$ cat src/rtl/frame_timing_pkg.sv
// rtl/frame_timing_pkg.sv - encodings and default NTSC/PAL timing for frame_timing_gen
package frame_timing_pkg;

  localparam logic [1:0] ACTIVE_BLANK  = 2'b00;
  localparam logic [1:0] ACTIVE_BORDER = 2'b10;
  localparam logic [1:0] ACTIVE_VIEW   = 2'b11;

  typedef enum logic [1:0] {
    WSEL_16  = 2'b00,
    WSEL_32  = 2'b01,
    WSEL_64  = 2'b10,
    WSEL_32B = 2'b11
  } wsel_t;

  localparam int DEF_CW           = 9;
  localparam int DEF_H_TOTAL      = 458;
  localparam int DEF_H_SYNC_START = 10;
  localparam int DEF_H_SYNC_END   = 34;
  localparam int DEF_H_BLANK_END  = 78;
  localparam int DEF_PORT_X       = 129;
  localparam int DEF_PORT_W       = 256;
  localparam int DEF_PRELOAD_LEAD = 8;
  localparam int DEF_V_TOTAL0     = 258;
  localparam int DEF_V_TOTAL1     = 311;
  localparam int DEF_V_SYNC_START = 3;
  localparam int DEF_V_SYNC_END   = 8;
  localparam int DEF_V_BLANK_END  = 10;
  localparam int DEF_PORT_Y0      = 63;
  localparam int DEF_PORT_Y1      = 88;
  localparam int DEF_PORT_H       = 192;
  localparam int DEF_GLYPH_ROWS   = 12;

  // The spare code 11 is an alias of the 32-byte mode.
  function automatic wsel_t normWsel(input logic [1:0] raw);
    return (raw == 2'b11) ? WSEL_32 : wsel_t'(raw);
  endfunction

endpackage

$ cat src/rtl/frame_counter.sv
// rtl/frame_counter.sv - column/row counter pair with a per-format row limit
module frame_counter
  import frame_timing_pkg::*;
#(
  parameter int CW      = DEF_CW,
  parameter int H_TOTAL = DEF_H_TOTAL
) (
  input  logic          clk,
  input  logic          resetn,
  input  logic [CW-1:0] rowLimit,
  output logic [CW-1:0] col,
  output logic [CW-1:0] row,
  output logic          line_wrap,
  output logic          frame_wrap
);

  localparam logic [CW-1:0] LAST_COL = CW'(H_TOTAL - 1);

  assign line_wrap  = (col == LAST_COL);
  assign frame_wrap = line_wrap && (row == rowLimit);

  always_ff @(posedge clk or negedge resetn) begin
    if (!resetn) begin
      col <= '0;
      row <= '0;
    end else if (line_wrap) begin
      col <= '0;
      row <= frame_wrap ? '0 : row + 1'b1;
    end else begin
      col <= col + 1'b1;
    end
  end

endmodule

$ cat src/rtl/frame_timing_gen.sv
// rtl/frame_timing_gen.sv - registered sync, region, fetch and char-row decode for the VDG
module frame_timing_gen
  import frame_timing_pkg::*;
#(
  parameter int CW           = DEF_CW,
  parameter int H_TOTAL      = DEF_H_TOTAL,
  parameter int H_SYNC_START = DEF_H_SYNC_START,
  parameter int H_SYNC_END   = DEF_H_SYNC_END,
  parameter int H_BLANK_END  = DEF_H_BLANK_END,
  parameter int PORT_X       = DEF_PORT_X,
  parameter int PORT_W       = DEF_PORT_W,
  parameter int PRELOAD_LEAD = DEF_PRELOAD_LEAD,
  parameter int V_TOTAL0     = DEF_V_TOTAL0,
  parameter int V_TOTAL1     = DEF_V_TOTAL1,
  parameter int V_SYNC_START = DEF_V_SYNC_START,
  parameter int V_SYNC_END   = DEF_V_SYNC_END,
  parameter int V_BLANK_END  = DEF_V_BLANK_END,
  parameter int PORT_Y0      = DEF_PORT_Y0,
  parameter int PORT_Y1      = DEF_PORT_Y1,
  parameter int PORT_H       = DEF_PORT_H,
  parameter int GLYPH_ROWS   = DEF_GLYPH_ROWS
) (
  input  logic          clk,
  input  logic          resetn,
  input  logic          format,
  input  logic [1:0]    width_sel,
  output logic          hsn,
  output logic          fsn,
  output logic [1:0]    active,
  output logic          fetch,
  output logic          preload,
  output logic [5:0]    byte_index,
  output logic [3:0]    alpha_count,
  output logic          rowclear,
  output logic          frame_start,
  output logic [CW-1:0] col,
  output logic [CW-1:0] row
);

  if (PORT_X + PORT_W > H_TOTAL) begin : gBadPortX
    $error("viewport exceeds line length");
  end
  if (PORT_Y1 + PORT_H > V_TOTAL1) begin : gBadPortY
    $error("viewport exceeds PAL frame height");
  end
  if (PORT_X < PRELOAD_LEAD) begin : gBadLead
    $error("preload lead exceeds viewport start");
  end
  if (PORT_W % 64 != 0) begin : gBadWidth
    $error("viewport width must be a multiple of 64");
  end

  localparam logic [CW-1:0] HS_ON      = CW'(H_SYNC_START);
  localparam logic [CW-1:0] HS_OFF     = CW'(H_SYNC_END);
  localparam logic [CW-1:0] HB_END     = CW'(H_BLANK_END);
  localparam logic [CW-1:0] VIEW_X0    = CW'(PORT_X);
  localparam logic [CW-1:0] VIEW_X1    = CW'(PORT_X + PORT_W);
  localparam logic [CW-1:0] FETCH_X    = CW'(PORT_X - PRELOAD_LEAD);
  localparam logic [CW-1:0] FETCH_SPAN = CW'(PORT_W);
  localparam logic [CW-1:0] VS_ON      = CW'(V_SYNC_START);
  localparam logic [CW-1:0] VS_OFF     = CW'(V_SYNC_END);
  localparam logic [CW-1:0] VB_END     = CW'(V_BLANK_END);
  localparam int            SH16       = $clog2(PORT_W / 16);
  localparam int            SH32       = $clog2(PORT_W / 32);
  localparam int            SH64       = $clog2(PORT_W / 64);
  localparam logic [3:0]    LAST_GLYPH = 4'(GLYPH_ROWS - 1);

  logic          fmtQ;
  wsel_t         wselQ;
  logic [3:0]    alphaCnt;
  logic [CW-1:0] cntCol, cntRow, rowLimit, portY, portYEnd;
  logic          lineWrap, frameWrap;

  assign rowLimit = fmtQ ? CW'(V_TOTAL1 - 1) : CW'(V_TOTAL0 - 1);
  assign portY    = fmtQ ? CW'(PORT_Y1) : CW'(PORT_Y0);
  assign portYEnd = fmtQ ? CW'(PORT_Y1 + PORT_H) : CW'(PORT_Y0 + PORT_H);

  frame_counter #(.CW(CW), .H_TOTAL(H_TOTAL)) uCounter (
    .clk        (clk),
    .resetn     (resetn),
    .rowLimit   (rowLimit),
    .col        (cntCol),
    .row        (cntRow),
    .line_wrap  (lineWrap),
    .frame_wrap (frameWrap)
  );

  logic          hSync, vSync, blank, viewRow, viewCol, lastViewRow, fetchHit;
  logic [1:0]    activeNext;
  logic [CW-1:0] fetchOff, stepMask;
  int            stepShift;
  logic [5:0]    byteNext;

  always_comb begin
    stepShift = SH32;
    stepMask  = CW'((1 << SH32) - 1);
    case (wselQ)
      WSEL_16: begin stepShift = SH16; stepMask = CW'((1 << SH16) - 1); end
      WSEL_64: begin stepShift = SH64; stepMask = CW'((1 << SH64) - 1); end
      default: ;
    endcase
    hSync       = (cntCol >= HS_ON) && (cntCol < HS_OFF);
    vSync       = (cntRow >= VS_ON) && (cntRow < VS_OFF);
    blank       = (cntCol < HB_END) || (cntRow < VB_END);
    viewRow     = (cntRow >= portY) && (cntRow < portYEnd);
    viewCol     = (cntCol >= VIEW_X0) && (cntCol < VIEW_X1);
    lastViewRow = (cntRow == portYEnd - 1'b1);
    activeNext  = blank ? ACTIVE_BLANK : ((viewRow && viewCol) ? ACTIVE_VIEW : ACTIVE_BORDER);
    // Fetch slots start PRELOAD_LEAD clocks ahead of the viewport, one per byte period.
    fetchOff    = cntCol - FETCH_X;
    fetchHit    = viewRow && (cntCol >= FETCH_X) && (fetchOff < FETCH_SPAN)
                  && ((fetchOff & stepMask) == '0);
    byteNext    = 6'(fetchOff >> stepShift);
  end

  always_ff @(posedge clk or negedge resetn) begin
    if (!resetn) begin
      fmtQ     <= 1'b0;
      wselQ    <= WSEL_32;
      alphaCnt <= '0;
    end else begin
      if (frameWrap) fmtQ <= format;
      if (lineWrap) begin
        wselQ    <= normWsel(width_sel);
        alphaCnt <= (viewRow && !lastViewRow)
                    ? ((alphaCnt == LAST_GLYPH) ? '0 : alphaCnt + 1'b1) : '0;
      end
    end
  end

  always_ff @(posedge clk or negedge resetn) begin
    if (!resetn) begin
      hsn         <= 1'b1;
      fsn         <= 1'b1;
      active      <= ACTIVE_BLANK;
      fetch       <= 1'b0;
      preload     <= 1'b0;
      byte_index  <= '0;
      alpha_count <= '0;
      rowclear    <= 1'b0;
      frame_start <= 1'b0;
      col         <= '0;
      row         <= '0;
    end else begin
      hsn         <= !hSync;
      fsn         <= !vSync;
      active      <= activeNext;
      fetch       <= fetchHit;
      preload     <= fetchHit && (byteNext == '0);
      if (fetchHit) byte_index <= byteNext;
      alpha_count <= alphaCnt;
      rowclear    <= viewRow && (alphaCnt == LAST_GLYPH);
      frame_start <= (cntCol == '0) && (cntRow == '0);
      col         <= cntCol;
      row         <= cntRow;
    end
  end

endmodule

$ cat config.mk
export PLATFORM = sky130hd
export DESIGN_NAME = frame_timing_gen
export DESIGN_NICKNAME = d
export VERILOG_FILES = /design/src/rtl/frame_timing_pkg.sv /design/src/rtl/frame_counter.sv /design/src/rtl/frame_timing_gen.sv
export SDC_FILE = /design/constraint.sdc
export NUM_CORES = 1
export LEC_CHECK = 0
export ABC_AREA = 0
export ABC_CLOCK_PERIOD_IN_PS = 3100
export BUFFER_PORTS_ARGS = -buffer_cell sky130_fd_sc_hd__buf_2
export CORE_MARGIN = 5
export CORE_UTILIZATION = 57
export DETAILED_ROUTE_END_ITERATION = 8
export PLACE_DENSITY = 0.79
export REMOVE_ABC_BUFFERS = 1
export SYNTH_ARGS = -nofsm -noshare
export SYNTH_HDL_FRONTEND = slang
export SYNTH_SLANG_ARGS = --single-unit
$ cat constraint.sdc
create_clock -name clk -period 3.1 [get_ports clk]
set_clock_uncertainty 0.05 [all_clocks]
set_input_delay 0.155 -clock clk [delete_from_list [all_inputs] [get_ports clk]]
set_output_delay 0.155 -clock clk [all_outputs]
set_load 0.05 [all_outputs]
==> impl_metrics.csv, run 1 <==
group,metric,value,unit
outcome,outcome,"finished, final reports clean",
clocking,cts_tree,"done",
synthesis,yosys_warnings,0,
grt,antenna_found_initial,0,
clocking,clock_latency,0.34,ns
synthesis,synth_edf_count,0,
timing,holdWs,0.03968,ns
timing,rsz0062_at_grt,"false",
final_layout,antenna_cells,0,
power,power,1.399,mW
final_layout,nFillCells,431,
worst_setup_path,cp-start-kind,"flip-flop",
clocking,clkTransAtPathRegs,0.06,ns
power,vdd_drop_max,0.2181,mV
grt,grt_pass1_vias,2281,
clocking,root_buffer,"clkbuf_8",
timing,hold_viol_final,0,
drt,avgViaCountPerCell,5.760,
worst_setup_path,critPathKind,"reg2reg",
clocking,clock_path_buffers,2,
timing,fmax,409.0,MHz
timing,min_period,2.445,ns
timing,slew_viol_final,0,
synthesis,async_flop_share,100.0,%
floorplan,io-pin-count,41,
worst_setup_path,cp_max_fo,9,
synthesis,synth_top_area_cell,"dfrtp_1",
run,maxCapViolations,0,
worst_setup_path,critPathArrivalTime,2.62,ns
floorplan,die_area,6902,µm²
placement,hpwlAfterDp,4404,µm
grt,grt_max_degree,42,
placement,gp_congestion,0.8436,
floorplan,start_util,59.23,%
grt,grtUsageTotal,19.78,%
timing,finalSetupTns,0,ns
drt,drtIter0Drc,112,
drt,wirelength,6259,µm
final_layout,area_growth,13.81,%
power,p_leak,1.667,nW
final_layout,final_layout_size_suffix_gt1_share,21.26,%
timing,worst_pin_slew,0.5381,ns
floorplan,num_rows,26,
synthesis,ys_seq_area_share,50.27,%
floorplan,die_x,83.08,µm
synthesis,synthCells,287,
worst_setup_path,crit_required,3.27,ns
timing,slew_headroom,64.13,%
drt,wl_per_cell,15.49,µm
drt,drtAntennaViolNets,0,
timing,setup_violations,0,
synthesis,synth_commonest_cells,"dfrtp_1, nand2_1, nor2_1, o21ai_0, ha_1",
timing,period_share,78.87,%
clocking,cts_made_buffers,9,
clocking,post_cts_buffers,0,
drt,firstDrtPassIters,4,
placement,port_buffers,40,
clocking,htreeDepth,3,
hold_path,hold_path_class,"in2reg",
synthesis,syn_area,3044,µm²
grt,grt_pass1_wl,11010,µm
floorplan,fp.dieH,83.08,µm
worst_setup_path,end_kind,"flip-flop",
grt,overflow,0,
synthesis,synth_area_leaders,"dfrtp_1, ha_1, xnor2_1",
drt,drc,0,
synthesis,synth_area_per_cell,10.61,µm²
synthesis,ys_ff_latch,61,
clocking,cts-resized-gates,0,
final_layout,nets,350,
synthesis,synth_top_area_share,47.68,%
floorplan,coreArea,5140,µm²
power,p_per_area,403.8,nW/µm²
synthesis,yosysMostFrequentCell,"dfrtp_1",
synthesis,netlist-cell-type-count,57,
clocking,cts_sinks,61,
drt,vias,2327,
synthesis,synthFlopType,"dfrtp_1",
critical path, stage by stage (launching register included):
cell      delay [ns]
dfrtp_1         0.53
inv_1           0.14
ha_1            0.33
o211ai_1        0.11
a311oi_1        0.27
o211ai_2        0.27
nor2_4          0.26
mux2_2          0.36
layout make-up:
cell class	instances	area [µm²]	area share (%)
Sequential cell	61	1530	44.17
Multi-Input combinational cell	203	1401	40.45
Timing Repair Buffer	46	252.7	7.295
Clock buffer	13	148.9	4.298
Tap cell	70	87.58	2.528
Inverter	9	33.78	0.9751
Clock inverter	2	10.01	0.2889
state kept, by name, indices dropped and copies added, names as in the netlist, 2 cells and up:
signal,cells
active,2
alphaCnt,4
alpha_count,4
byte_index,6
col,9
row,9
uCounter.col,9
uCounter.row,9
wselQ,2
final timing paths:
path,startpoint,endpoint,slack (ns),depth (start not counted)
worst min-delay path,width_sel[1],wselQ[1]$_DFFE_PN0N_,0.04,3
min in group asynchronous,resetn,alpha_count[2]$_DFF_PN0_,0.24,2
max in group asynchronous,resetn,wselQ[0]$_DFFE_PN1N_,1.87,3
worst max-delay path,fmtQ$_DFFE_PN0P_,byte_index[0]$_DFFE_PN0P_,0.66,7
worst max register to register,fmtQ$_DFFE_PN0P_,byte_index[0]$_DFFE_PN0P_,0.66,7
worst min register to register,alphaCnt[1]$_DFFE_PN0N_,alpha_count[1]$_DFF_PN0_,0.39,0
through the flow:
stage / utilization [%] / std cells / cell area [µm²] / worst slack (ns)
2_1_floorplan: - / 273 / 2965 / 0.9333
3_3_place_gp: 63.73 / 386 / 3276 / 0.7695
3_5_place_dp: 63.73 / 386 / 3276 / 0.6589
4_1_cts: 67.41 / 404 / 3465 / 0.6421
5_1_grt: 67.41 / 404 / 3465 / 0.5394
6_report: 67.41 / 404 / 3465 / 0.6550
routing by layer:
metal	global-route usage [%]	part of all wire [%]	up-vias
met4	9.955	3.0	0
met3	4.059	6.9	21
met5	0	0	-
li1	-	-	1105
met1	27.59	45	1105
met2	29.23	45	96
kinds of logic after synthesis:
kind of cell | share of synthesized area, %
and+or+nand+nor | 18.29
adders and majority gates | 6.165
AOI/OAI and AO/OA | 13.32
buffers and inverters | 3.699
muxes | 2.795
xor gates and xnor gates | 5.467
DFF | 50.27
cell usage in the layout, fill, tap and decap left out, types with 3 or more instances in the layout:
| master | n |
|---|---|
| dfrtp_1 | 58 |
| buf_2 | 40 |
| nand2_1 | 24 |
| nor2_1 | 20 |
| o21ai_0 | 20 |
| ha_1 | 15 |
| a21oi_1 | 12 |
| xnor2_1 | 12 |
| clkbuf_8 | 10 |
| inv_1 | 9 |
| nand3_1 | 9 |
| xor2_1 | 7 |
| nand2b_1 | 6 |
| and3_1 | 6 |
| nor3_1 | 4 |
| nor2b_1 | 4 |
| mux2i_1 | 4 |
| nor4b_1 | 4 |
| mux2_2 | 4 |
| o211ai_1 | 3 |
| a211o_1 | 3 |
| o41ai_1 | 3 |
| nand4_1 | 3 |
| o31ai_1 | 3 |
| clkbuf_1 | 3 |
| dfstp_2 | 3 |
| dlygate4sd3_1 | 3 |
| buf_4 | 3 |
timing repair:
action / CTS / global route
setup endpoints to repair: 0 / 0
hold buffers: 3 / 0
endpoints found under the hold margin: 21 / 0
power breakdown:
part	switching [mW]	total, mW	internal (mW)
registers	0	0.797	0.797
clock network	0.277	0.582	0.305
logic	0.0153	0.0205	0.00522
total	0.292	1.40	1.11
No activity file was read; power rests on OpenSTA's default activity.
==> run 2, diff against run 1 <==
--- a/config.mk
+++ b/config.mk
@@ -6,7 +6,7 @@
 export NUM_CORES = 1
 export LEC_CHECK = 0
 export ABC_AREA = 0
-export ABC_CLOCK_PERIOD_IN_PS = 3100
+export ABC_CLOCK_PERIOD_IN_PS = 2250
 export BUFFER_PORTS_ARGS = -buffer_cell sky130_fd_sc_hd__buf_2
 export CORE_MARGIN = 5
 export CORE_UTILIZATION = 57
==> constraint.sdc (replaced) <==
create_clock -name clk -period 2.25 [get_ports clk]
set_clock_uncertainty 0.05 [all_clocks]
set_input_delay 0.1125 -clock clk [delete_from_list [all_inputs] [get_ports clk]]
set_output_delay 0.1125 -clock clk [all_outputs]
set_load 0.05 [all_outputs]
==> impl_metrics.csv, run 2 (synthesized netlist as in run 1, its figures left out) <==
group,metric,value,unit
placement,port_buffers,40,
timing,slew_headroom,55.89,%
placement,place_area,3468,µm²
timing,holdWs,0.3101,ns
outcome,outcome,"finished with violations",
worst_setup_path,end_kind,"flip-flop",
placement,hpwlAfterDp,4715,µm
worst_setup_path,cpPeakStageDelay,0.50,ns
final_layout,nFillCells,387,
worst_setup_path,reg2reg_depth,7,
final_layout,multi_input_area,1461,µm²
drt,firstDrtPassIters,4,
final_layout,antenna_cells,0,
final_layout,nets,377,
worst_setup_path,endpoint,"alphaCnt[1]$_DFFE_PN0N_",
power,internal_power,1.568,mW
power,switching_share,20.51,%
power,vdd_drop_max,0.3924,mV
worst_setup_path,crit_start,"fmtQ$_DFFE_PN0P_",
power,p_clk_share,42.7,%
timing,fin_ws,-0.007975,ns
worst_setup_path,worst_path_max_delay_cell,"nor4_1",
timing,worst_pin_slew,0.6617,ns
timing,period_share,100.4,%
drt,drtAntennaViolNets,0,
clocking,root_buffer,"clkbuf_8",
floorplan,num_rows,26,
floorplan,die_area,6902,µm²
clocking,clkTransAtPathRegs,0.06,ns
clocking,cts_sinks,61,
power,pwr-share-seq,55.6,%
grt,grt_max_degree,34,
timing,setup_violations,1,
worst_setup_path,critPathKind,"reg2reg",
final_layout,final_layout_size_suffix_gt1_share,29.01,%
clocking,clock_latency,0.33,ns
floorplan,die_x,83.08,µm
grt,grt_pass1_vias,2373,
worst_setup_path,path_cells,"inv_2 > ha_1 > inv_1 > nand3_1 > nor4_1 > nor2_1 > a31o_2",
drt,drtIter0Drc,159,
clocking,cts_tree,"done",
grt,antenna_found_initial,0,
floorplan,coreArea,5140,µm²
power,p_sw,404.7,µW
final_layout,mostFrequentLayoutCells,"dfrtp_1, buf_2, buf_4",
floorplan,fp.dieH,83.08,µm
run,maxCapViolations,0,
worst_setup_path,critPathArrivalTime,2.43,ns
final_layout,area_growth,23.39,%
drt,vias,2403,
clocking,htreeDepth,3,
worst_setup_path,cp-start-kind,"flip-flop",
power,p_per_area,525.2,nW/µm²
worst_setup_path,crit_cells,7,
worst_setup_path,crit_buf_inv,2,
worst_setup_path,cp_max_fo,6,
drt,drc,0,
placement,dp_slack,-0.01234,ns
grt,overflow,0,
grt,grtUsageTotal,20.58,%
timing,slew_viol_final,0,
timing,min_period,2.258,ns
clocking,clock_path_buffers,2,
placement,gp_congestion,0.8733,
drt,avgViaCountPerCell,5.563,
floorplan,io-pin-count,41,
final_layout,layout_commonest_cell,"dfrtp_1",
worst_setup_path,reg2reg_slack,-0.008,ns
final_layout,postLayoutCellArea,3756,µm²
timing,fmax,442.9,MHz
hold_path,hold_path_class,"in2async",
timing,hold_viol_final,0,
power,p_leak,1.814,nW
grt,grt_pass1_wl,11500,µm
worst_setup_path,crit_family,"simple AND/OR/NAND/NOR gates",
worst_setup_path,reg2reg_from,"fmtQ$_DFFE_PN0P_",
drt,wirelength,6700,µm
floorplan,start_util,59.23,%
worst_setup_path,reg2reg_to,"alphaCnt[1]$_DFFE_PN0N_",
final_layout,ff_latch_area,1531,µm²
clocking,cts_made_buffers,9,
power,p_comb_share,1.7,%
worst_setup_path,crit_required,2.42,ns
drt,wl_per_cell,15.51,µm
outcome,failed_checks,"negative setup slack",
==> run 2: cell types whose count changed in the layout (fill, tap and decap cells not counted), sizes merged <==
cell / delta
buf: +26
clkbuf: +2
clkinv: -1
dlygate4sd3: +1
==> run 2: per-layer routing <==
| metal | part of all wire (%) | routed length [µm] | global-route usage [%] |
|---|---|---|---|
| met1 | 45 | 3026 | 28.69 |
| met2 | 47 | 3136 | 30.98 |
| met3 | 6.0 | 404 | 4.257 |
| met4 | 2.0 | 133 | 9.212 |
| met5 | 0 | 0 | 0 |
==> run 2: layout make-up <==
class | count | area share, %
timing repair buffer | 73 | 12.52
inverter | 9 | 0.8994
multi-input combinational | 203 | 38.91
tap | 70 | 2.332
sequential | 61 | 40.77
clock inverter | 1 | 0.1332
clock buffer | 15 | 4.430
==> run 2: worst min path at each step <==
stage           start                           to  slack (ns)  cells after the start
6_report       resetn        frame_start$_DFF_PN0_        0.31                      2
5_1_grt        resetn        frame_start$_DFF_PN0_        0.39                      2
4_1_cts        resetn  uCounter.row[4]$_DFFE_PN0N_        0.32                      2
3_5_place_dp   resetn             row[5]$_DFF_PN0_        0.13                      1
3_3_place_gp   resetn             row[5]$_DFF_PN0_        0.12                      1
2_1_floorplan  resetn          active[0]$_DFF_PN0_       -0.23                      0
==> run 2: metrics by stage <==
stage / TNS (ns) / total power, mW / util (%) / std cells
final: -0.007975 / 1.973 / 73.08 / 432
after CTS: 0 / 1.983 / 71.69 / 430
after floorplan: 0 / 1.118 / - / 273
after global routing: -0.05023 / 2.036 / 73.08 / 432
after global placement: 0 / 1.146 / 67.48 / 410
after detailed placement: -0.03510 / 1.147 / 67.48 / 410
==> run 2: repair_timing <==
action | in CTS | in global routing
setup buffers | 0 | 2
hold buffers | 4 | 0
pin swaps | 0 | 4
setup endpoints to repair | 5 | 6
hold endpoints to repair | 30 | 0
resized for setup | 2 | 7
==> run 2: power groups by stage <==
stage / Clock [mW] / Combinational [mW] / Sequential, mW
5_1_grt: 0.900 / 0.0397 / 1.10
3_5_place_dp: 0 / 0.0297 / 1.12
3_3_place_gp: 0 / 0.0289 / 1.12
4_1_cts: 0.851 / 0.0349 / 1.10
6_report: 0.842 / 0.0334 / 1.10
2_1_floorplan: 0 / 0.000302 / 1.12
==> run 3, diff against run 2 <==
--- a/config.mk
+++ b/config.mk
@@ -5,7 +5,7 @@
 export SDC_FILE = /design/constraint.sdc
 export NUM_CORES = 1
 export LEC_CHECK = 0
-export ABC_AREA = 0
+export ABC_AREA = 1
 export ABC_CLOCK_PERIOD_IN_PS = 2250
 export BUFFER_PORTS_ARGS = -buffer_cell sky130_fd_sc_hd__buf_2
 export CORE_MARGIN = 5
==> impl_metrics.csv, run 3 <==
group,metric,value,unit
drt,drtIter0Drc,185,
run,maxCapViolations,0,
worst_setup_path,crit_start,"uCounter.col[1]$_DFF_PN0_",
clocking,cts_sinks,61,
synthesis,ys_ff_latch,61,
timing,fmax,502.7,MHz
worst_setup_path,reg2reg_to,"uCounter.row[4]$_DFFE_PN0N_",
placement,port_buffers,40,
final_layout,final_layout_size_suffix_gt1_share,20.50,%
grt,overflow,0,
final_layout,nFillCells,429,
timing,finalSetupTns,0,ns
final_layout,mostFrequentLayoutCells,"nand2_1, dfrtp_1, inv_1",
grt,grtUsageTotal,22.64,%
drt,wirelength,7205,µm
clocking,cts_tree,"done",
synthesis,synthCells,377,
floorplan,coreArea,5405,µm²
timing,slew_headroom,54.75,%
clocking,clock_path_buffers,2,
drt,vias,2666,
power,p_sw,440.6,µW
clocking,root_buffer,"clkbuf_8",
drt,drc,0,
synthesis,synth_top_family_by_area,"simple AND/OR/NAND/NOR gates",
synthesis,yosysMostFrequentCell,"nand2_1",
timing,hold_viol_final,0,
clocking,clkTransAtPathRegs,0.07,ns
synthesis,async_flop_share,100.0,%
clocking,clock_latency,0.34,ns
timing,setup_violations,0,
placement,hpwlAfterDp,5362,µm
floorplan,fp.dieH,83.89,µm
final_layout,layout_commonest_cell,"nand2_1",
synthesis,synthFlopType,"dfrtp_1",
grt,antenna_found_initial,0,
worst_setup_path,endpoint,"uCounter.row[4]$_DFFE_PN0N_",
worst_setup_path,reg2reg_slack,0.26,ns
outcome,outcome,"finished, final reports clean",
worst_setup_path,critPathArrivalTime,2.20,ns
power,internal_power,1.794,mW
worst_setup_path,reg2reg_depth,10,
placement,gp_congestion,0.9240,
drt,drtAntennaViolNets,0,
timing,rsz0062_at_grt,"false",
synthesis,synth_compound_area_share,9.047,%
power,p_per_area,602.4,nW/µm²
hold_path,hold_path_class,"in2async",
timing,slew_viol_final,0,
worst_setup_path,cp-start-kind,"flip-flop",
grt,grt_max_degree,33,
worst_setup_path,crit_required,2.46,ns
synthesis,yosys.area_share.simple,26.22,%
power,p_comb_share,2.0,%
synthesis,synth_area_leaders,"dfrtp_1, nand2_1, ha_1",
drt,avgViaCountPerCell,5.217,
power,switching_share,19.72,%
grt,grt_pass1_wl,12590,µm
clocking,htreeDepth,3,
synthesis,synth_top_area_cell,"dfrtp_1",
grt,grt_pass1_vias,2589,
worst_setup_path,end_kind,"flip-flop",
synthesis,netlist-cell-type-count,34,
floorplan,start_util,57.57,%
power,vdd_drop_max,0.6045,mV
power,p_clk_share,48.7,%
timing,period_share,88.42,%
floorplan,die_area,7037,µm²
worst_setup_path,reg2reg_from,"uCounter.col[1]$_DFF_PN0_",
clocking,post_cts_buffers,0,
final_layout,ff_latch_area,1530,µm²
power,p_leak,1.971,nW
worst_setup_path,cp_max_fo,9,
synthesis,synth_top_area_share,46.64,%
final_layout,nets,454,
synthesis,ys_seq_area_share,49.18,%
power,power,2.235,mW
final_layout,area_growth,19.22,%
floorplan,die_x,83.89,µm
synthesis,synth_edf_count,0,
final_layout,multi_input_area,1349,µm²
timing,worst_pin_slew,0.6788,ns
floorplan,io-pin-count,41,
synthesis,synth_area_per_cell,8.254,µm²
timing,min_period,1.989,ns
clocking,cts_made_buffers,9,
synthesis,synth_mux_area_share,0,%
synthesis,yosys_warnings,0,
synthesis,synth_fa_ha_area_share,6.031,%
synthesis,synth_xor_xnor_area_share,1.970,%
synthesis,synth_commonest_cells,"nand2_1, dfrtp_1, inv_1, nor2_1, nand3_1",
final_layout,antenna_cells,0,
drt,firstDrtPassIters,5,
worst_setup_path,critPathKind,"reg2reg",
floorplan,num_rows,27,
drt,wl_per_cell,14.10,µm
synthesis,syn_area,3112,µm²
power,pwr-share-seq,49.3,%
[run 3: stage by stage]
step	setup WS (ns)	hold WS (ns)	instances	cell area [µm²]	utilization [%]
2_1_floorplan	0.2267	-0.2331	370	3072	-
4_1_cts	0.1234	0.3191	511	3707	68.59
3_5_place_dp	0.1652	0.1416	491	3442	63.68
6_report	0.2606	0.2943	511	3710	68.63
3_3_place_gp	0.1816	0.1195	491	3442	63.68
5_1_grt	0.01887	0.3748	511	3710	68.63
[run 3: how the worst min path moves through the flow]
stage / start / depth (start not counted) / to
final: resetn / 2 / row[1]$_DFF_PN0_
after detailed placement: resetn / 1 / row[1]$_DFF_PN0_
after CTS: resetn / 2 / row[1]$_DFF_PN0_
after global placement: resetn / 1 / row[1]$_DFF_PN0_
after global routing: alphaCnt[2]$_DFFE_PN0N_ / 0 / alpha_count[2]$_DFF_PN0_
after floorplan: resetn / 0 / active[0]$_DFF_PN0_
[run 3: cell families after synthesis]
logic type / Yosys count
buffers and inverters: 59
and+or+nand+nor: 189
DFF: 61
adders and majority gates: 15
AOI/OAI and AO/OA: 46
xor gates and xnor gates: 7
[run 3: area by class of cell]
| class | count | share of cell area, % |
|---|---|---|
| clock buffers | 12 | 4.182 |
| clock inverters | 4 | 1.889 |
| inverters | 52 | 5.261 |
| multi-input cells | 257 | 36.36 |
| flip-flops and latches | 61 | 41.25 |
| well taps | 72 | 2.428 |
| repair buffers | 53 | 8.634 |
[run 3: repair_timing]
| item | 4_1_cts | 5_1_grt |
|---|---|---|
| hold endpoints to repair | 31 | 0 |
| resized for setup | 0 | 1 |
| endpoints found under the setup margin | 0 | 7 |
| hold buffers | 4 | 0 |
[run 3: worst max-delay path: stages, from the launching register on]
cell     delay [ns]
dfrtp_1        0.45
inv_1          0.11
ha_1           0.21
nand3_1        0.12
inv_2          0.10
nand4_1        0.25
inv_2          0.27
nand2_1        0.07
nand2_1        0.06
o21ai_0        0.08
a21oi_1        0.14
[run 3: routing by layer]
layer | global-route usage, % | up-vias | wire length [µm]
li1 | - | 1333 | -
met3 | 4.344 | 13 | 502
met4 | 9.795 | 0 | 144
met5 | 0 | - | 0
met1 | 31.43 | 1223 | 3266
met2 | 34.63 | 97 | 3292
[run 3: power groups by stage]
stage | Clock, mW | Sequential [mW] | Combinational [mW]
final | 1.09 | 1.10 | 0.0455
after floorplan | 0 | 1.12 | 0.0104
after global routing | 1.16 | 1.10 | 0.0550
after CTS | 1.11 | 1.10 | 0.0474
after detailed placement | 0 | 1.12 | 0.0421
after global placement | 0 | 1.12 | 0.0410
